<file path="config.mk">
export PLATFORM = sky130hd
export DESIGN_NAME = mcs4_ram_bus_master
export DESIGN_NICKNAME = d
export VERILOG_FILES = /design/src/rtl/mcs4_ram_bus_master.sv
export SDC_FILE = /design/constraint.sdc
export NUM_CORES = 1
export LEC_CHECK = 0
export CAP_MARGIN = 15
export CORE_UTILIZATION = 40
export CTS_CLUSTER_DIAMETER = 80
export DETAILED_ROUTE_END_ITERATION = 12
export GPL_TIMING_DRIVEN = 0
export PLACE_DENSITY_LB_ADDON = 0.25
export RECOVER_POWER = 100
export SLEW_MARGIN = 10
export SYNTH_ARGS = -nofsm -noshare
export SYNTH_HDL_FRONTEND = slang
export SYNTH_SLANG_ARGS = --single-unit
</file>
<file path="constraint.sdc">
create_clock -name clk -period 2.1 [get_ports clk]
set_clock_uncertainty 0.2 [all_clocks]
set_input_delay 0.42 -clock clk [delete_from_list [all_inputs] [get_ports clk]]
set_output_delay 0.42 -clock clk [all_outputs]
set_load 0.005 [all_outputs]
</file>
<file path="src/rtl/mcs4_ram_bus_master.sv">
// Host-driven MCS-4 bus sequencer: free-running 8-clock instruction cycle with sync,
// turning one valid/ready request into SRC, I/O-command and readback cycles for i4002 RAMs.
module mcs4_ram_bus_master #(
  parameter bit RSP_ON_WRITE = 1'b1
) (
  input  logic       clk,
  input  logic       rst,
  input  logic       req_valid,
  output logic       req_ready,
  input  logic [3:0] req_op,
  input  logic [7:0] req_addr,
  input  logic [3:0] req_data,
  output logic       rsp_valid,
  output logic [3:0] rsp_data,
  output logic       sync,
  output logic       cm_ram,
  output logic [3:0] dbus_out,
  input  logic [3:0] dbus_in
);

  localparam logic [2:0] PH_M2 = 3'd4;
  localparam logic [2:0] PH_X2 = 3'd6;
  localparam logic [2:0] PH_X3 = 3'd7;

  typedef enum logic [1:0] {IDLE, SRC, CMD, RDBK} state_t;

  state_t     state, state_nxt;
  logic [2:0] count, count_nxt;
  logic       pending, pending_nxt;
  logic [3:0] op_q, data_q;
  logic [7:0] addr_q;
  logic       accept, start, write_op, final_nxt;
  logic       cm_nxt, rsp_valid_nxt, ready_nxt;
  logic [3:0] dbus_nxt;

  assign sync     = (count == PH_X3);
  assign accept   = req_valid && req_ready;
  assign start    = pending || accept;
  assign write_op = !op_q[3];

  // Outputs are registered, so each is computed from the state/phase of the coming clock.
  always_comb begin
    count_nxt = count + 3'd1;
    state_nxt = state;
    if (count == PH_X3) begin
      case (state)
        IDLE:    state_nxt = start ? SRC : IDLE;
        SRC:     state_nxt = CMD;
        CMD:     state_nxt = write_op ? (start ? SRC : IDLE) : RDBK;
        RDBK:    state_nxt = start ? SRC : IDLE;
        default: state_nxt = IDLE;
      endcase
    end

    if (count == PH_X3 && state_nxt == SRC)
      pending_nxt = 1'b0;
    else if (accept)
      pending_nxt = 1'b1;
    else
      pending_nxt = pending;

    cm_nxt        = 1'b0;
    dbus_nxt      = 4'h0;
    rsp_valid_nxt = 1'b0;
    case (state_nxt)
      SRC, RDBK: begin
        if (count_nxt == PH_X2) begin
          cm_nxt   = 1'b1;
          dbus_nxt = addr_q[3:0];
        end else if (count_nxt == PH_X3) begin
          dbus_nxt = addr_q[7:4];
        end
        if (state_nxt == RDBK && count_nxt == PH_X3)
          rsp_valid_nxt = 1'b1;
      end
      CMD: begin
        if (count_nxt == PH_M2) begin
          cm_nxt   = 1'b1;
          dbus_nxt = op_q;
        end else if (count_nxt == PH_X2) begin
          dbus_nxt = write_op ? data_q : 4'h0;
        end
        if (count_nxt == PH_X3 && write_op && RSP_ON_WRITE)
          rsp_valid_nxt = 1'b1;
      end
      default: ;
    endcase

    // Ready reopens in the final X3 so a new request can start at the very next A1.
    final_nxt = (state_nxt == RDBK) || (state_nxt == CMD && write_op);
    ready_nxt = !pending_nxt && (state_nxt == IDLE || (count_nxt == PH_X3 && final_nxt));
  end

  always_ff @(posedge clk) begin
    if (rst) begin
      count     <= PH_X3;
      state     <= IDLE;
      pending   <= 1'b0;
      op_q      <= 4'h0;
      addr_q    <= 8'h00;
      data_q    <= 4'h0;
      cm_ram    <= 1'b0;
      dbus_out  <= 4'h0;
      rsp_valid <= 1'b0;
      rsp_data  <= 4'h0;
      req_ready <= 1'b0;
    end else begin
      count     <= count_nxt;
      state     <= state_nxt;
      pending   <= pending_nxt;
      cm_ram    <= cm_nxt;
      dbus_out  <= dbus_nxt;
      rsp_valid <= rsp_valid_nxt;
      req_ready <= ready_nxt;
      if (accept) begin
        op_q   <= req_op;
        addr_q <= req_addr;
        data_q <= req_data;
      end
      if (count == PH_X2 && state == RDBK)
        rsp_data <= dbus_in;
      else if (count == PH_X2 && state == CMD && write_op && RSP_ON_WRITE)
        rsp_data <= 4'h0;
    end
  end

endmodule

</file>
# Word level (Yosys, flattened, before mapping)
# Cells that the tools add are included.
[classes]
n_reduce_logical = 20
bitwise = 0
add_sub_neg = 1
div = 0
mux = 20
n_eq_ne = 11
shifts = 0
magnitude_cmp = 0
multipliers = 0
[op_table]
columns = ["op", "n"]
rows = [
  ["4-bit two-way mux", 7],
  ["3-bit == test (second input constant)", 5],
  ["1-bit logical AND", 10],
  ["2-bit == test (second input constant)", 4],
  ["4-bit one-hot mux with 2 select lines", 1],
  ["1-bit two-way mux", 7],
  ["2-bit one-hot mux with 3 select lines", 1],
  ["2-bit by 1-bit == test with 1-bit output (second input constant)", 2],
  ["2-bit zero test", 2],
  ["2-bit two-way mux", 2],
  ["1-bit one-hot mux with 2 select lines", 2],
  ["2-bit OR reduction", 2],
  ["3-bit by 1-bit adder with 3-bit output (second input constant)", 1],
  ["1-bit logical OR", 3],
  ["1-bit zero test", 2],
  ["2-bit nonzero test", 1],
]
[totals]
memories = 0
rom_bits = 0
latch_bits = 0
word_cells = 63
output_inout_bits = 12
mem_bits_rw = 0
ff_bits = 33

# Logic depth before layout (Yosys ltp)
[logic_depth]
word_depth = 12
depth_mapped = 7
depth_no_buf = 6

# Worst setup path after synthesis
# OpenSTA, ideal clock, no wires.
[synth_path]
kind = "register -> register"
start = "register count[0]"
end = "register req_ready"
arrival_time_ps = 1574
required_time_ps = 1797
setup_slack_ps = 222
stages_incl_launch_ff = 7
setup_ps = 103
cell_sequence = "dfxtp_1 -> ha_1 -> ha_1 -> nand2b_2 -> o311ai_2 -> nand3_1 -> a2111oi_2"
[synth_via]
elab_chain_len = 8
[synth_lines]
columns = ["element", "line", "rtl"]
rows = [
  ["start: declaration", "28", "logic [2:0] count, count_nxt;"],
  ["start signal: assignment", "108", "count <= count_nxt;"],
  ["3-bit == test *", "n/a", ""],
  ["via sync", "15", "output logic sync,"],
  ["2-bit two-way mux", "45", "if (count == PH_X3) begin"],
  ["2-bit == test", "90", "final_nxt = (state_nxt == RDBK) || (state_nxt == CMD && write_op);"],
  ["1-bit logical AND", "90", ""],
  ["1-bit logical OR", "90", ""],
  ["1-bit logical AND", "91", "ready_nxt = !pending_nxt && (state_nxt == IDLE || (count_nxt == PH_X3 && final_nxt));"],
  ["1-bit logical OR", "91", ""],
  ["1-bit logical AND *", "91", ""],
  ["end signal: assignment", "114", "req_ready <= ready_nxt;"],
  ["end: declaration", "9", "output logic req_ready,"],
]
# Mark *: on every way through the listed nets, which the timed path passes. The rest lies on a longest branch.
# A chain may end at the register's enable or synchronous reset.

# Worst setup path after layout
[layout_path]
start = "register state[0]"
end = "register req_ready"
[layout_via]
elab_chain_len = 10
[layout_lines]
columns = ["element", "line", "rtl"]
rows = [
  ["start: declaration", "27", "state_t state, state_nxt;"],
  ["start signal: assignment", "109", "state <= state_nxt;"],
  ["2-bit == test / 2-bit zero test (equally long branches)", "46", "case (state)"],
  ["2-bit OR reduction (no source line)", "n/a", ""],
  ["2-bit one-hot mux with 3 select lines", "46", ""],
  ["2-bit two-way mux *", "45", ""],
  ["2-bit == test", "90", ""],
  ["1-bit logical AND", "90", ""],
  ["1-bit logical OR", "90", ""],
  ["1-bit logical AND", "91", ""],
  ["1-bit logical OR", "91", ""],
  ["1-bit logical AND *", "91", ""],
]
# Mark *: on every way between the ends. The rest lies on a longest branch, timed or not.

==> metrics.yaml <==
crit_family: "compound AO/OA/AOI/OAI gates"
synth_edf_count: 0
path_buf_inv: 1
ys_ff_latch: 33
crit_required_ns: 2.14
synth-main-ff-cell: "dfxtp_1"
hold_ws_ns: 0.263
finish.net_count: 244
io_buffer_count: 34
track_usage_pct: 18.7
cp.arrival_ns: 2.01
r2r_start: "state[0]"
drc_errors: 0
grt_pass1_vias: 1267
p_leak_nw: 0.775
clk_latency_ns: 0.34
cp_slowest_stage_delay_ns: 0.39
antenna_found_initial: 0
period_share_pct: 93.8
dieArea_um2: 3860
row_count: 21
synth-seq-area-share_pct: 45.7
cp-endpoint: "req_ready"
grt_max_degree: 11
worst-path-stages: 6
p_switching_mw: 0.436
ir_worst_vdd_v: 0.000546
die_h_um: 62.1
swShare_pct: 27.9
synth.area.top_cells: "dfxtp_1 46%, nand2_1 9.9%, a21oi_1 8.3%"
reg2reg_to: "req_ready"
initial_core_util_pct: 42.7
chipWidth_um: 62.1
diodes: 0
netlist_area_um2: 1450
slew_violations: 0
status: "complete, no violations"
p_comb_share_pct: 22.6
synth_area_leader_cell: "dfxtp_1"
grt-ovfl-total: 0
finalSetupViolCount: 0
max-slew-margin-rel_pct: 66.8
pwr-share-clk_pct: 31.5
seq_power_share_pct: 45.9
ctsHoldBuffers: 0
numClockSinks: 33
cts_buffer_depth: 2
internal-power_mw: 1.13
cap_violations: 0
areaGrowthSynthToFinish_pct: 37.1
first_pass_iters: 4
finalWirelength_um: 3380
critPathMaxFanout: 5
num-fill-cells: 304
fmax_mhz: 507
pwr_density_cell_nw_per_um2: 788
htree_levels: 2
detail_route.iter0.violations: 20
slowest_stage: "dfxtp_1"
postRouteAntennaNets: 0
cts_root_buffer: "clkbuf_4"
synthArstFlopShare_pct: 0
hold_class: "reg2reg"
crit_chain: "inv_1 -> ha_1 -> nor2b_2 -> o31ai_4 -> nor2_2 -> a2111oi_2"
clk_pin_slew_ns: 0.10
tightest_slew_ns: 0.498
synthDistinctLibCells: 33
grt_pass1_wl_um: 5660
yosys.area.top_type_share_pct: 45.7
fp.coreArea_um2: 3390
io-pin-count: 35
r2r_cells: 6
startpoint: "state[0]"
cts_tree: "done"
ys_warn_count: 0
drive_gt1_share_pct: 11.7
final_hold_viol_count: 0
critical_path_class: "reg2reg"
rsz0062_at_grt: "false"
synthCells: 169
final_cell_mix: "38 x nand2_1, 31 x dfxtp_1, 24 x a21oi_1, 20 x clkdlybuf4s50_1, 13 x dlygate4sd3_1"
cts_made_buffers: 5
rrSetupSlack_ns: 0.13
detailed_place_hpwl_um: 2460
gp_congestion: 0.855
cp-start-kind: "register"
critPathCaptureType: "register"
vias: 1294
syn_area_per_cell_um2: 8.56
post_drt_wl_per_cell_um: 13.0
final.min_clock_period_ns: 1.97
synthesis.nets: 200
vias_per_cell: 4.98
placed_cells: 249
final_cells: 260
layout_commonest_cell: "nand2_1"
[repair_timing]
| item | 4_1_cts | 5_1_grt |
|---|---|---|
| setup endpoints to repair | 2 | 1 |
| buffers inserted | 3 | 0 |
| gates resized for setup | 7 | 1 |
[power by group through the flow]
| stage | sequential, mW | clock [mW] | combinational, mW |
|---|---|---|---|
| final | 0.718 | 0.492 | 0.353 |
| after global routing | 0.725 | 0.539 | 0.392 |
| after CTS | 0.718 | 0.502 | 0.360 |
| after detailed placement | 0.731 | 0 | 0.336 |
| after global placement | 0.728 | 0 | 0.324 |
| after floorplan | 0.721 | 0 | 0.220 |
[routing by layer]
layer  up-vias  routed length [um]  GRT usage [%]
met2        28                1660           32.4
met5         -                   0              0
li1        664                   -              -
met4         0                  52           6.98
met1       596                1500           21.7
met3         6                 166           5.33
[Yosys cell counts, types with 2 or more instances]
master,count
dfxtp_1,33
nand2_1,38
nor3b_1,4
o22ai_1,4
buf_2,3
inv_1,5
nand2b_1,5
a21oi_1,24
clkbuf_1,5
nor2b_1,3
nor2_1,12
nand3_1,2
ha_1,8
a22oi_1,4
[through the flow]
step / TNS [ns] / setup slack (ns) / util [%] / cell area, um2 / power (mW)
global placement: -0.198 / -0.0240 / 54.4 / 1840 / 1.05
global route: 0 / 0.0255 / 58.5 / 1980 / 1.66
finish: 0 / 0.129 / 58.5 / 1980 / 1.56
CTS: 0 / 0.00680 / 58.5 / 1980 / 1.58
floorplan: 0 / 0.222 / - / 1450 / 0.940
detailed placement: -0.479 / -0.0484 / 54.4 / 1840 / 1.07
[worst reg2reg max path, stage by stage, from the launching register on]
cell and delay [ns]:
dfxtp_1 0.39, inv_1 0.06, ha_1 0.26, nor2b_2 0.22, o31ai_4 0.35, nor2_2 0.08, a2111oi_2 0.32
[cell type report]
cell class	instances	area, um2	share of cell area, %
Buffer	8	32.5	1.64
Clock buffer	7	55.1	2.78
Clock inverter	1	30.0	1.51
Inverter	5	18.8	0.946
Multi-Input combinational cell	123	758	38.2
Sequential cell	33	666	33.6
Tap cell	46	57.6	2.90
Timing Repair Buffer	37	365	18.4
[state kept, by name (all words and copies together) (netlist names)]
name and flops:
req_ready 1, rsp_data 4, state 2, op_q 4, addr_q 8, data_q 4
count 3, dbus_out 4, pending 1, rsp_valid 1, cm_ram 1
[cells by family after synthesis]
logic type / after synthesis / share of synthesized area, %
AO/OA/AOI/OAI: 42 / 19.9
adder cells (fa/ha/maj): 8 / 6.92
buffers and inverters: 13 / 3.63
flip-flops: 33 / 45.7
AND/OR/NAND/NOR: 73 / 23.9
[how the worst min path moves through the flow]
stage	startpoint	to	slack (ns)	depth (start not counted)
6_report	data_q[2]	data_q[2]	0.26	2
5_1_grt	data_q[2]	data_q[2]	0.29	2
4_1_cts	addr_q[2]	addr_q[2]	0.26	2
3_5_place_dp	count[0]	count[0]	0.25	1
3_3_place_gp	count[0]	count[0]	0.23	1
2_1_floorplan	count[0]	count[0]	0.22	1
(Power assumes the default switching activity.)
